File: src/rtl/upsampler_pkg.sv
// Shared state type and elaboration-time helpers for the linear-interpolating upsampler.
package upsampler_pkg;

   typedef enum logic [1:0] {
      EMPTY = 2'd0,
      WAIT  = 2'd1,
      RUN   = 2'd2
   } state_t;

   function automatic int log2_ceil(input int value);
      int r;
      r = 0;
      for (int i = 0; i < 31; i++) begin
         if ((1 << i) < value) r = i + 1;
      end
      return r;
   endfunction

   function automatic bit factor_ok(input int f);
      return (f >= 2) && ((f & (f - 1)) == 0);
   endfunction

endpackage

File: src/rtl/interp_accumulator.sv
// Signed slope accumulator: load latches start<<LOG2_F and end-start, step adds the slope once.
// out_val is the integer part of the accumulator; it reflects a load/step one cycle later.
module interp_accumulator #(
   parameter int DWIDTH    = 14,
   parameter int LOG2_F    = 8,
   parameter int ACC_WIDTH = DWIDTH + LOG2_F + 1
) (
   input  logic              clk,
   input  logic              rst_n,
   input  logic              load,
   input  logic              step,
   input  logic [DWIDTH-1:0] start_val,
   input  logic [DWIDTH-1:0] end_val,
   output logic [DWIDTH-1:0] out_val
);

   logic signed [ACC_WIDTH-1:0] acc;
   logic signed [DWIDTH:0]      delta;
   logic signed [ACC_WIDTH-1:0] delta_ext;

   assign delta_ext = {{(ACC_WIDTH - DWIDTH - 1){delta[DWIDTH]}}, delta};

   always_ff @(posedge clk) begin
      if (!rst_n) begin
         acc   <= '0;
         delta <= '0;
      end else if (load) begin
         acc   <= {1'b0, start_val, {LOG2_F{1'b0}}};
         delta <= $signed({1'b0, end_val}) - $signed({1'b0, start_val});
      end else if (step) begin
         acc   <= acc + delta_ext;
      end
   end

   // acc stays within [0, max<<LOG2_F], so the arithmetic shift is just a slice
   assign out_val = acc[LOG2_F +: DWIDTH];

endmodule

File: src/rtl/upsampler_interp.sv
// Raises sample rate by UPSAMPLE_FACTOR with linear interpolation; one output per ENABLE in RUN.
// Output lags the loading accept by 2 cycles; IN_READY drops once a sample waits in the hold register.
module upsampler_interp
   import upsampler_pkg::*;
#(
   parameter int DWIDTH          = 14,
   parameter int UPSAMPLE_FACTOR = 256,
   parameter int LOG2_F          = log2_ceil(UPSAMPLE_FACTOR),
   parameter int ACC_WIDTH       = DWIDTH + LOG2_F + 1
) (
   input  logic              CLOCK_IN,
   input  logic              RESET,
   input  logic              ENABLE,
   input  logic              IN_VALID,
   output logic              IN_READY,
   input  logic [DWIDTH-1:0] DATA_IN,
   output logic              OUT_VALID,
   output logic [DWIDTH-1:0] DATA_OUT
);

   generate
      if (!factor_ok(UPSAMPLE_FACTOR)) begin : g_bad_factor
         $error("UPSAMPLE_FACTOR must be a power of two and at least 2");
      end
   endgenerate

   localparam logic [LOG2_F-1:0] K_LAST = '1;

   state_t              state, state_nxt;
   logic [DWIDTH-1:0]   prev, next, hold;
   logic                hold_valid;
   logic [LOG2_F-1:0]   k;
   logic                accept, seg_end, acc_load, acc_step;
   logic [DWIDTH-1:0]   acc_start, acc_end, acc_out;

   assign IN_READY = RESET && ((state != RUN) || !hold_valid);
   assign accept   = IN_VALID && IN_READY;
   assign seg_end  = (state == RUN) && ENABLE && (k == K_LAST);
   assign acc_step = (state == RUN) && ENABLE;

   always_ff @(posedge CLOCK_IN) begin
      if (!RESET) state <= EMPTY;
      else        state <= state_nxt;
   end

   always_comb begin
      state_nxt = state;
      acc_load  = 1'b0;
      acc_start = next;
      acc_end   = hold_valid ? hold : DATA_IN;
      case (state)
         EMPTY: if (accept) state_nxt = WAIT;
         WAIT: begin
            if (accept) begin
               state_nxt = RUN;
               acc_load  = 1'b1;
               acc_start = prev;
               acc_end   = DATA_IN;
            end
         end
         RUN: begin
            // a waiting sample at segment end chains the next segment with no gap
            if (seg_end) begin
               if (hold_valid || accept) acc_load  = 1'b1;
               else                      state_nxt = WAIT;
            end
         end
         default: state_nxt = EMPTY;
      endcase
   end

   always_ff @(posedge CLOCK_IN) begin
      if (!RESET) begin
         prev       <= '0;
         next       <= '0;
         hold       <= '0;
         hold_valid <= 1'b0;
         k          <= '0;
         DATA_OUT   <= '0;
         OUT_VALID  <= 1'b0;
      end else begin
         OUT_VALID <= 1'b0;
         case (state)
            EMPTY: if (accept) prev <= DATA_IN;
            WAIT: begin
               if (accept) begin
                  next <= DATA_IN;
                  k    <= '0;
               end
            end
            RUN: begin
               if (ENABLE) begin
                  DATA_OUT  <= acc_out;
                  OUT_VALID <= 1'b1;
                  k         <= k + 1'b1;
               end
               if (seg_end) begin
                  prev <= next;
                  if (hold_valid) begin
                     next       <= hold;
                     hold_valid <= 1'b0;
                  end else if (accept) begin
                     next <= DATA_IN;
                  end
               end else if (accept) begin
                  hold       <= DATA_IN;
                  hold_valid <= 1'b1;
               end
            end
            default: ;
         endcase
      end
   end

   interp_accumulator #(
      .DWIDTH    (DWIDTH),
      .LOG2_F    (LOG2_F),
      .ACC_WIDTH (ACC_WIDTH)
   ) u_acc (
      .clk       (CLOCK_IN),
      .rst_n     (RESET),
      .load      (acc_load),
      .step      (acc_step),
      .start_val (acc_start),
      .end_val   (acc_end),
      .out_val   (acc_out)
   );

endmodule

File: config.mk
export PLATFORM = sky130hd
export DESIGN_NAME = upsampler_interp
export DESIGN_NICKNAME = d
export VERILOG_FILES = /design/src/rtl/upsampler_pkg.sv /design/src/rtl/interp_accumulator.sv /design/src/rtl/upsampler_interp.sv
export SDC_FILE = /design/constraint.sdc
export NUM_CORES = 1
export LEC_CHECK = 0
export CORE_ASPECT_RATIO = 1.4
export CORE_MARGIN = 4
export CORE_UTILIZATION = 50
export CTS_CLUSTER_DIAMETER = 200
export DETAILED_ROUTE_END_ITERATION = 6
export DONT_BUFFER_PORTS = 1
export PLACE_DENSITY = 0.74
export SKIP_LAST_GASP = 1
export SLEW_MARGIN = 5
export SYNTH_ARGS = -nofsm -noshare
export SYNTH_HDL_FRONTEND = slang
export SYNTH_SLANG_ARGS = --single-unit
File: constraint.sdc
create_clock -name CLOCK_IN -period 4.99 [get_ports CLOCK_IN]
set_clock_uncertainty 0.2 [all_clocks]
set_input_delay 0.998 -clock CLOCK_IN [delete_from_list [all_inputs] [get_ports CLOCK_IN]]
set_output_delay 0.998 -clock CLOCK_IN [all_outputs]
set_load 0.02 [all_outputs]
Word-level counts from Yosys, hierarchy flattened
Cells that the tools add are included.
- register bits: 106
- bits of input ports: 18
- output and inout port bits: 16
- word-level logic and storage cells: 75
- add/subtract/negate cells: 3
- eq/ne operators: 9
- muxes and demuxes: 29
- bitwise operators: 2
- reduce and logical (&&, ||, !) cells: 21
- operator list (kind ; number):
    $mux W14 ; 10
    $pmux W14 S2 ; 2
    $mux W22 ; 2
    $add A23 B15 Y23 ; 1
    $mux W8 ; 2
    $pmux W8 S2 ; 1
    $sub A14 B14 Y15 ; 1
    $ne A2 B2 Y1 const B ; 6
    $reduce_and A3 Y1 ; 3
    $add A8 B1 Y8 const B ; 1
    $eq A8 B8 Y1 const B ; 1
    $mux W2 ; 4
    $reduce_and A2 Y1 ; 4
    $reduce_bool A2 Y1 ; 4
    $mux W1 ; 6
    $pmux W2 S3 ; 1
    $logic_and A1 B1 Y1 ; 4
    $reduce_and A4 Y1 ; 1
    $eq A2 B1 Y1 const B ; 1
    $eq A2 B2 Y1 const B ; 1
    $logic_not A2 Y1 ; 1
    $logic_or A1 B1 Y1 ; 2
    $not A1 Y1 ; 2
    $pmux W1 S2 ; 1
    2 further kinds ; 2

Logic depth before layout (Yosys ltp)
- depth in word-level cells: 9
- mapped depth: 17

Modules after synthesis
Synthesis repeated with hierarchy kept, for this count alone.
- cells, all modules: 834
- area, all modules: 6909.1 µm²
- by module, submodules not included (module ; times used ; cells an instance ; area an instance (µm²) ; sequential area each (µm²)):
    upsampler_interp ; 1 ; 385 ; 3468.3 ; 1361.3
    interp_accumulator ; 1 ; 449 ; 3440.8 ; 740.7

Least setup slack after synthesis
OpenSTA, ideal clock, no wires.
- kind: input port to flip-flop
- start point: input IN_VALID
- end point: register u_acc.delta[14]
- setup time: 0.070 ns
- arrival: 3.947 ns
- path slack: 0.773 ns
- stages on the path: 14
- cells stage by stage: buf_4 and3_1 and2_1 buf_4 buf_2 mux2i_1 fa_1 a21oi_1 o2111a_1 a311o_2 a21boi_2 a311o_1 a2111o_1 a21oi_1
- longest elaborated chain between the ends: 5
- elaborated cells between the ends (all ways): 11
- those cells by class: 1 x add/sub; 8 x mux; 2 x reduce/logical
- RTL lines (element ; line ; RTL):
    start: declaration ; upsampler_interp.sv:14 ; input logic IN_VALID,
    $logic_and A1 B1 Y1 (*) ; upsampler_interp.sv:37 ; assign accept = IN_VALID && IN_READY;
    branches (longest 4 deep; another with $sub A14 B14 Y15) ; n/a ;
    end signal: assignment ; interp_accumulator.sv:29 ; delta <= $signed({1'b0, end_val}) - $signed({1'b0, start_val});
    end: declaration ; interp_accumulator.sv:18 ; logic signed [DWIDTH:0] delta;
Every way passes the cells marked *.
A chain may end at the register's enable or synchronous reset.

Worst setup path after layout
- start point: register state[0]
- end point: register u_acc.delta[14]
- longest elaborated chain between the ends: 8
- elaborated cells between the ends (all ways): 18
- those cells by class: 1 x add/sub; 3 x eq/ne; 8 x mux; 6 x reduce/logical
- RTL lines (element ; line ; RTL):
    start: declaration ; upsampler_interp.sv:29 ; state_t state, state_nxt;
    start signal: assignment ; upsampler_interp.sv:43 ; else state <= state_nxt;
    branches (longest 8 deep; another with $sub A14 B14 Y15) ; n/a ;
Several ways; the timed one is not identified.

==> summary by stage <==
Cells and area
0 antenna diodes ended up in the layout. The number of fill cells in the layout is 1188. Relative to the synthesized area, the layout overhead comes to 5.86%.

The finished layout holds 931 standard cells, fillers aside. Once layout is done, the placed cells without fillers occupy 6760 um2. The net count of the finished layout is 838.

The fraction of layout cells with a size suffix above 1 is 6.79%.

Logic synthesis
Summing the areas of all fa, ha and maj instances in the mapped netlist gives 8.66% of the synthesized area. Synthesis produced a netlist whose cell count is 801. After synthesis the netlist holds a flip-flop and latch count of 105. Counting flops with a built-in enable in the synthesized netlist gives 0. The per-instance average area after synthesis is 7.97 um2. The xor and xnor area share after synthesis is 3.98%. The synthesized netlist devotes 24.7% of its cell area to compound gates. The most numerous cell in the Yosys netlist is dfxtp_1. The synthesized-area fraction occupied by and/or/nand/nor cells is 21.0%. During synthesis, Yosys emitted a total of 0 warnings. The sequential fraction of the synthesis area is 32.9%.

After synthesis, the largest family of logic cells by area is compound AO/OA/AOI/OAI gates. After synthesis, the most frequently instantiated cells are dfxtp_1 (105), nand2_1 (101), nor2_1 (93). The cell accounting for the most synthesized area is dfxtp_1. After synthesis, the largest area contributor takes up 32.9% of total cell area. In the synthesized netlist, mux cells make up 4.16% of the area. The netlist area before placement is 6380 um2.

The count of cell types in the netlist is 68. By area the synthesized netlist is led by dfxtp_1 (33%), ha_1 (8.0%), nand2_1 (5.9%). The async set or reset register ratio after synthesis is 0%. The post-synth net total is 862. In the synthesized netlist the dominant register cell turns out to be dfxtp_1.

Die
The width of the die is 103 um. The area of the die is 14700 um2. The core region is 12400 um2.

The number of top-level pins is 34. The initial cell density of the core is 51.3%. After floorplanning, the core was divided into 48 placement rows. The vertical die dimension is 142 um.

Critical path
The flop-to-flop setup slack is 0.69 ns. The cell with the largest stage delay on the worst path is fa_1. The critical path goes through inv_1, ha_1, nand4b_1, and2_0, buf_4, nand2_1, o21ai_0, fa_1, a21oi_1, o2111a_1, a311o_2, a21boi_2, a311o_1, a2111o_1, a21oi_1. The worst setup path endpoint is u_acc.delta[14].

For the worst setup path, the data required time is 5.07 ns. The start of the worst register-to-register path is state[0]. The worst setup path is launched from a flip-flop. The kind of end point of the critical path is a flip-flop. The data arrival time of the critical path is 4.38 ns. The critical path starts at state[0]. The delay of the slowest critical-path stage is 0.51 ns.

The largest fanout on the critical path is 23. The cell that appears most often on the critical path is a21oi_1. The terminus of the critical flop-to-flop path is u_acc.delta[14]. The number of cells on the worst reg-to-reg path is 15. The critical path in this run is classified as reg -> reg.

Clock network
TritonCTS built the clock tree. The number of buffers added by the clock tree synthesis step is 9. The H-tree was split into 3 levels. Buffers inserted to repair hold after CTS numbered 0. The clock sink total is 105. Clock-pin slew was measured on the worst setup and hold paths at 0.07 ns.

The latest clock arrival within the worst-skew pair is 0.35 ns. Post-CTS repair changed the size of 0 cells. The master cell of the clock root buffer is clkbuf_16. The post-CTS setup buffer count is 0.

The clock passes through at most 2 buffers.

Detailed routing
The overall via count from detail_route is 5743. The detailed-route vias per instance is 6.17. For this run, the detailed router's first-pass iteration total came to 5.

In this run the remaining antenna-violating nets after routing total 0. The initial detailed-routing violation count is 322. After detailed routing, the average wire length per cell comes to 17.5 um. The final layout contains routed wiring with a total length of 16200 um. The DRC violations left is 0.

Flow run
Max-cap violations in this run came to 0.

STA
At the pin with the least slew margin, the transition time is 1.14 ns. Static timing analysis puts the maximum clock frequency at 0.233 GHz. The least setup slack across all paths after layout is 0.691 ns. Headroom to the max-slew limit came out at 24.0%.

The number of endpoints with negative hold slack in the final report is 0. Of the available clock period, the critical path in the final layout requires 86.2%. The shortest clock period the worst path allows after layout is 4.30 ns. Setup violations remaining at the end of the flow were counted as 0.

Setup repair after global routing left no endpoint under its margin. The number of max-slew violations in the final report came to 0. The aggregate negative setup slack is 0 ns.

Global route
Entering global routing, the biggest net connects 63 pins. The number of antenna violations at the first check in global routing is 0. The first global-routing pass estimated 27300 um of wire.

The overall global routing resource usage is 23.1%. The aggregate global routing overflow is 0. The number of global-route vias before repair was 5658.

Placement
The placed instances occupy a cell area of 6460 um2. Routability-driven placement finished with a final weighted congestion of 0.946. Port buffering added 0 buffers. The number of placed instances, taps included, is 916.

The post-DP HPWL is 11800 um. Prior to clock tree synthesis, the placed netlist has a worst setup slack of 0.580 ns.

Run status
The run finished with clean final reports.

Power
The power density of the placed cells is 347 nW/um2. The maximum vdd drop is 249 uV. Overall power consumption after layout is estimated at 0.00235 W.

The reported leakage power is 2.65 nW.

Min path
The min-delay analysis places its worst path in the category reg -> reg.
-- worst min-delay path by stage --
stage | slack [ns] | from | endpoint | cells after the start
after floorplan | 0.24 | u_acc.acc[6] | u_acc.acc[6] | 2
after global placement | 0.25 | u_acc.acc[0] | u_acc.acc[0] | 2
after detailed placement | 0.25 | u_acc.acc[6] | u_acc.acc[6] | 2
after CTS | 0.26 | u_acc.acc[6] | u_acc.acc[6] | 2
after global routing | 0.28 | u_acc.delta[9] | u_acc.delta[9] | 2
final | 0.26 | u_acc.acc[6] | u_acc.acc[6] | 2
-- cell usage in the layout, fill, tap and decap left out, types with 11 or more instances in the layout --
| master | synthesis | final |
|---|---|---|
| nor2_1 | 93 | 93 |
| buf_4 | 2 | 11 |
| nand2_1 | 101 | 101 |
| nor3_1 | 21 | 21 |
| o21ai_0 | 35 | 35 |
| a31oi_1 | 21 | 21 |
| dfxtp_1 | 105 | 105 |
| o221a_2 | 12 | 12 |
| inv_1 | 25 | 25 |
| nand3_1 | 24 | 24 |
| o211a_1 | 13 | 13 |
| xnor2_1 | 20 | 20 |
| ha_1 | 41 | 41 |
| mux2i_1 | 22 | 22 |
| a21oi_1 | 72 | 72 |
| o211ai_1 | 18 | 18 |
-- registers in the layout (all words and copies together), names as in the netlist --
register     count
prev            14
k                8
u_acc.acc       22
hold_valid       1
u_acc.delta     15
hold            14
state            2
next            14
OUT_VALID        1
DATA_OUT        14
-- per-layer routing --
metal	vias to the layer above	routed length [um]	part of all wire, %	track usage [%]
met5	-	0	0	0
li1	2841	-	-	-
met2	165	8230	51	39.8
met1	2703	6800	42	28.3
met3	34	704	4.3	2.36
met4	0	518	3.2	10.4
-- layout make-up --
type                            instances  area (um2)  area share (%)
Multi-Input combinational cell        624        3990            59.1
Sequential cell                       105        2100            31.1
Clock buffer                           11         243            3.59
Timing Repair Buffer                   11        82.6            1.22
Tap cell                              150         188            2.78
Clock inverter                          4        53.8           0.796
Inverter                               26        97.6            1.44
-- kinds of logic (layout without fill, tap and decap cells) --
group | after synthesis | after routing
buf+inv | 72 | 52
flops | 105 | 105
compound gates | 231 | 231
mux | 26 | 26
fa+ha+maj | 43 | 43
simple gates | 295 | 295
xor+xnor | 29 | 29
-- report_power, final --
group | total (W) | leakage, nW | internal (W) | switching [W]
registers | 0.000964 | 0.850 | 0.000905 | 0.0000588
logic | 0.000667 | 1.66 | 0.000261 | 0.000406
clock network | 0.000715 | 0.138 | 0.000401 | 0.000314
-- through the flow --
step,util [%],hold slack [ns]
2_1_floorplan,-,0.236
3_3_place_gp,52.0,0.246
3_5_place_dp,52.0,0.255
4_1_cts,54.4,0.264
5_1_grt,54.4,0.283
6_report,54.4,0.261
-- critical path: cells and delay by family, from the launching register on --
kind	cells	cell delay, ns
compound gates	8	1.89
simple gates	3	0.60
flops	1	0.41
buf+inv	2	0.30
fa+ha+maj	2	0.82
No activity file was read; power rests on OpenSTA's default activity.
